**config.mk**
```make
export PLATFORM = sky130hd
export DESIGN_NAME = axis_out_sink
export DESIGN_NICKNAME = d
export VERILOG_FILES = /design/src/rtl/axis_out_sink.sv
export SDC_FILE = /design/constraint.sdc
export NUM_CORES = 1
export LEC_CHECK = 0
export CAP_MARGIN = 20
export CORE_MARGIN = 1
export CORE_UTILIZATION = 46
export CTS_CLUSTER_DIAMETER = 40
export DETAILED_ROUTE_END_ITERATION = 16
export GPL_TIMING_DRIVEN = 0
export HOLD_SLACK_MARGIN = 0.03
export PLACE_DENSITY = 0.8
export RECOVER_POWER = 100
export SETUP_SLACK_MARGIN = 0.5
export SLEW_MARGIN = 30
export SYNTH_ARGS = -nofsm -noshare
export SYNTH_HDL_FRONTEND = slang
export SYNTH_SLANG_ARGS = --single-unit
```
**constraint.sdc**
```tcl
create_clock -name aclk -period 4 [get_ports aclk]
set_clock_uncertainty 0.05 [all_clocks]
set_input_delay 0.6 -clock aclk [delete_from_list [all_inputs] [get_ports aclk]]
set_output_delay 0.6 -clock aclk [all_outputs]
set_load 0.03 [all_outputs]
```
**src/rtl/axis_out_sink.sv**
```systemverilog
// axis_out_sink: receiving end of the engine output stream.
// Takes one AXI-stream packet per start and splits each beat into its kept
// OUT_BITS words, lowest lane first. Each word goes to the RAM write port at
// base_addr + n, one word per cycle. done pulses once the packet is fully written.
module axis_out_sink #(
    parameter int M_OUTPUT_WIDTH_LF = 64,
    parameter int OUT_BITS          = 32,
    parameter int OUT_ADDR_WIDTH    = 10,
    parameter int W_BPT             = 4
) (
    input  logic                           aclk,
    input  logic                           reset,
    input  logic                           start,
    input  logic [OUT_ADDR_WIDTH-1:0]      base_addr,
    output logic                           s_axis_tready,
    input  logic                           s_axis_tvalid,
    input  logic                           s_axis_tlast,
    input  logic [M_OUTPUT_WIDTH_LF-1:0]   s_axis_tdata,
    input  logic [M_OUTPUT_WIDTH_LF/8-1:0] s_axis_tkeep,
    input  logic [W_BPT-1:0]               s_bytes_per_transfer,
    output logic                           mem_wr_en,
    output logic [OUT_ADDR_WIDTH-1:0]      mem_wr_addr,
    output logic [OUT_BITS-1:0]            mem_wr_data,
    output logic [OUT_ADDR_WIDTH:0]        word_count,
    output logic                           done,
    output logic                           err_keep,
    output logic                           err_overflow
);

    localparam int WPB  = M_OUTPUT_WIDTH_LF / OUT_BITS;
    localparam int BPW  = OUT_BITS / 8;
    localparam int KW   = M_OUTPUT_WIDTH_LF / 8;
    localparam int LCW  = $clog2(BPW + 1);
    localparam int KCW0 = $clog2(KW + 1);
    localparam int PCW  = (KCW0 > W_BPT) ? KCW0 : W_BPT;
    localparam logic [OUT_ADDR_WIDTH:0] WC_MAX = {1'b1, {OUT_ADDR_WIDTH{1'b0}}};

    typedef enum logic [1:0] {S_IDLE, S_ACCEPT, S_DRAIN, S_DONE} state_t;

    state_t                         state_q, state_d;
    logic [OUT_ADDR_WIDTH-1:0]      base_q, base_d;
    logic [M_OUTPUT_WIDTH_LF-1:0]   data_q, data_d;
    logic                           last_q, last_d;
    logic [WPB-1:0]                 mask_q, mask_d;
    logic [OUT_ADDR_WIDTH:0]        wcnt_q, wcnt_d;
    logic                           ekeep_q, ekeep_d;
    logic                           eovf_q, eovf_d;

    logic [WPB-1:0]                 beat_mask;
    logic                           keep_bad;
    logic [LCW-1:0]                 lane_cnt;
    logic [PCW-1:0]                 keep_cnt;
    logic [WPB-1:0]                 sel_oh;
    logic [OUT_BITS-1:0]            wr_word;
    logic                           wr_en;

    // Classify the incoming beat: fully kept words, partial words, byte-count check.
    always_comb begin
        beat_mask = '0;
        keep_bad  = 1'b0;
        lane_cnt  = '0;
        keep_cnt  = '0;
        for (int i = 0; i < WPB; i++) begin
            lane_cnt = '0;
            for (int b = 0; b < BPW; b++)
                lane_cnt = lane_cnt + LCW'(s_axis_tkeep[BPW*i + b]);
            beat_mask[i] = (lane_cnt == LCW'(BPW));
            if (lane_cnt != '0 && lane_cnt != LCW'(BPW))
                keep_bad = 1'b1;
        end
        for (int b = 0; b < KW; b++)
            keep_cnt = keep_cnt + PCW'(s_axis_tkeep[b]);
        // Only non-last beats must carry the full advertised byte count.
        if (!s_axis_tlast && keep_cnt != PCW'(s_bytes_per_transfer))
            keep_bad = 1'b1;
    end

    // Pick the lowest pending lane of the latched beat; unset lanes cost nothing.
    always_comb begin
        sel_oh  = '0;
        wr_word = '0;
        for (int i = WPB - 1; i >= 0; i--) begin
            if (mask_q[i]) begin
                sel_oh    = '0;
                sel_oh[i] = 1'b1;
                wr_word   = data_q[OUT_BITS*i +: OUT_BITS];
            end
        end
    end

    // Next-state and handshake/write strobes.
    always_comb begin
        state_d       = state_q;
        base_d        = base_q;
        data_d        = data_q;
        last_d        = last_q;
        mask_d        = mask_q;
        wcnt_d        = wcnt_q;
        ekeep_d       = ekeep_q;
        eovf_d        = eovf_q;
        s_axis_tready = 1'b0;
        wr_en         = 1'b0;
        done          = 1'b0;
        case (state_q)
            S_IDLE: begin
                if (start) begin
                    base_d  = base_addr;
                    wcnt_d  = '0;
                    ekeep_d = 1'b0;
                    eovf_d  = 1'b0;
                    state_d = S_ACCEPT;
                end
            end
            S_ACCEPT: begin
                s_axis_tready = 1'b1;
                if (s_axis_tvalid) begin
                    data_d = s_axis_tdata;
                    last_d = s_axis_tlast;
                    mask_d = beat_mask;
                    if (keep_bad)
                        ekeep_d = 1'b1;
                    // A beat with no whole words has nothing to drain.
                    if (beat_mask == '0)
                        state_d = s_axis_tlast ? S_DONE : S_ACCEPT;
                    else
                        state_d = S_DRAIN;
                end
            end
            S_DRAIN: begin
                wr_en  = 1'b1;
                mask_d = mask_q & ~sel_oh;
                // Past the RAM size the write still happens at the wrapped address.
                if (wcnt_q == WC_MAX)
                    eovf_d = 1'b1;
                else
                    wcnt_d = wcnt_q + 1'b1;
                if ((mask_q & ~sel_oh) == '0)
                    state_d = last_q ? S_DONE : S_ACCEPT;
            end
            S_DONE: begin
                done    = 1'b1;
                state_d = S_IDLE;
            end
            default: state_d = S_IDLE;
        endcase
    end

    // State and datapath registers; reset drops any beat in flight.
    always_ff @(posedge aclk) begin
        if (reset) begin
            state_q <= S_IDLE;
            base_q  <= '0;
            data_q  <= '0;
            last_q  <= 1'b0;
            mask_q  <= '0;
            wcnt_q  <= '0;
            ekeep_q <= 1'b0;
            eovf_q  <= 1'b0;
        end else begin
            state_q <= state_d;
            base_q  <= base_d;
            data_q  <= data_d;
            last_q  <= last_d;
            mask_q  <= mask_d;
            wcnt_q  <= wcnt_d;
            ekeep_q <= ekeep_d;
            eovf_q  <= eovf_d;
        end
    end

    assign mem_wr_en    = wr_en;
    assign mem_wr_addr  = wr_en ? (base_q + wcnt_q[OUT_ADDR_WIDTH-1:0]) : '0;
    assign mem_wr_data  = wr_en ? wr_word : '0;
    assign word_count   = wcnt_q;
    assign err_keep     = ekeep_q;
    assign err_overflow = eovf_q;

endmodule

```
==> results.ini <==
[outcome]
status=finished clean

[clock_network]
clk_pin_slew_ps=90
clk_latency_ps=370
cts_sinks=92
cts_tree=built
cts_inserted_buffers=9
hold_buffers=0
htree_levels=3
root_buffer=clkbuf_8
clockBufferDepth=2

[detailed_routing]
wl_met3_um=675
drt-met1-wl_mm=5.67
viasPerCell=5.26
drt-wirelength-per-cell_um=15.6
dr.pass1.iters=4
drtAntennaViolNets=0
routed-wl-met2_mm=6.71
vias=4486
route.detailed.drc=0
drt_wl_total_mm=13.3
drt-initial-drc-count=174
top_layer_used=met4

[synthesis]
synth_most_common_cell=nand2_1
synthArstFlopShare_pct=0
yosys.area.top_type_share_pct=40.3
synth_area_leaders=dfxtp_1, nand2_1, a21oi_1, a22o_1, ha_1
syn_inst=554
yosysUniqueCellTypes=49
synth-edff-count=0
syn_area_um2=4570
ys_seq_area_share_pct=40.3
ys_top_cells_by_count=nand2_1, dfxtp_1, a21oi_1, a22o_1, nor2_1
postSynthAreaPerCell_um2=8.25
yosysTopAreaCell=dfxtp_1
ys_ff_latch=92
syn_nets=669
synth-main-ff-cell=dfxtp_1
synth_warnings=0

[die]
rows=36
core_um2=9680
io_pins=149
die_area_um2=10300
initial_core_util_pct=47.2
fp.dieW_um=102
die_y_um=102

[critical_path]
crit_type=flop to output port
rr_startpoint=word_count[0]
path_max_fanout=6
cp_cell_sequence=ha_1 -> fa_1 -> a21o_1 -> a221o_1 -> o31ai_4 -> mux2i_1 -> clkbuf_1
cp.arrival_ps=2800
crit_required_ps=3350
crit_path_top_delay_cell=fa_1
start_kind=flop
setup.worst_path.end_class=output port
slowest_delay_ps=410
crit_path_start=word_count[0]
r2r.worst_path.cells=6

[final_layout]
drive_above_1_share_pct=7.78
utilization_pct=66.4
fin_nets=830
fin_cells=853
fillers=819
syn_to_final_growth_pct=40.7
antenna_cells=0
fin_area_um2=6430

[min_path]
worstHoldPathCells=2
min_path_type=flop to flop
holdCritStartpoint=data_q[12]

[sta]
report.final.setup_viol=0
rsz0062_at_grt=true
tns_ps=0
finalCriticalPeriod_ps=3450
finalCritPeriodShare_pct=86.3
relSlewSlack_pct=53.3
fmaxAchievable_mhz=290
tightest_slew_ps=700
hold_violations=0
drv_slew=0

[power_and_ir_drop]
power_density_nw_per_um2=302
power.total_uw=1940
power.switching_uw=530
seqPwrFrac_pct=50.3
p_leak_uw=0.00262
internal_power_uw=1410
combPwrFrac_pct=17.7
p_clk_share_pct=31.9
vdd_drop_max_mv=0.165
p_sw_share_pct=27.3

[global_routing]
grt-ovfl-total=0
grt_pass1_wl_mm=20.7
grt_use_total_pct=26.1
first_global_vias=4304
antenna_found_initial=0
grt_max_degree=16

[placement]
placed_cell_area_um2=6220
dp_cells=835
gp_congestion=0.869
dpl.hpwl_mm=10.1
io_buffer_count=148

[run]
drv_cap=0

[logic make-up (layout without fill, tap and decap cells)]
group / Yosys count / count (layout) / synth area share [%]
AO/OA/AOI/OAI: 145 / 145 / 20.7
XOR/XNOR: 11 / 11 / 2.11
buffers and inverters: 56 / 222 / 6.27
multiplexers: 11 / 11 / 2.41
AND/OR/NAND/NOR: 215 / 215 / 20.7
flip-flops: 92 / 92 / 40.3
adder cells (fa/ha/maj): 24 / 24 / 7.55
[cell usage in the layout (no fill, tap or decap), drive strengths merged, types with 5 or more instances in the layout]
cell,count
ha,18
dlygate4sd3,57
nand2,141
buf,24
inv,21
or3,5
xnor2,5
mux2i,11
clkdlybuf4s50,85
nor2,23
nand3,14
and2,5
clkbuf,29
fa,6
a21oi,82
xor2,6
a22o,33
a21o,5
o21ai,8
dfxtp,92
[state kept, by name, indices dropped and copies added, names as in the netlist]
register,cells
data_q,64
word_count,11
base_q,10
mask_q,2
state_q,2
err_keep,1
err_overflow,1
last_q,1
[worst paths after layout]
check	to	slack, ps
worst max-delay path	mem_wr_addr[8]	550
worst min-delay path	data_q[12]	410
worst max register to register	word_count[2]	2200
worst min register to register	data_q[12]	410
[cell type report]
| cell class | instances | area [µm²] | share of cell area [%] |
|---|---|---|---|
| Tap cell | 133 | 166 | 2.59 |
| Buffer | 36 | 210 | 3.27 |
| Clock inverter | 4 | 30.0 | 0.467 |
| Multi-Input combinational cell | 406 | 2470 | 38.4 |
| Timing Repair Buffer | 150 | 1480 | 23.0 |
| Clock buffer | 12 | 165 | 2.57 |
| Sequential cell | 92 | 1840 | 28.6 |
| Inverter | 20 | 75.1 | 1.17 |
[metal layers]
layer / vias to the layer above / GRT usage (%)
met5: - / 0
met4: 0 / 9.81
met3: 21 / 6.00
met2: 118 / 43.9
met1: 2121 / 32.4
li1: 2226 / -
[through the flow]
step	setup slack (ps)	hold slack, ps
final	547	411
after global routing	441	429
after CTS	421	412
after detailed placement	-220	399
after global placement	-81.4	392
after floorplan	501	386
[critical path, delay by kind of cell, from the launching register on]
family	cells	cell delay, ps
muxes	1	240
buffers and inverters	1	340
AOI/OAI and AO/OA	3	770
adders and majority gates	2	670
DFF	1	400
[repair_timing]
action                                  CTS  global route
resized for setup                        13             9
endpoints found under the setup margin    3             3
setup buffers                             1             1
pin swaps                                 8             8
[power groups by stage]
stage               logic, µW  registers (µW)  clock network, µW
finish                    344             977                620
global route              381             983                675
CTS                       341             977                628
detailed placement        330             998                  0
global placement          315             997                  0
floorplan                 182             992                  0
(Power assumes the default switching activity.)
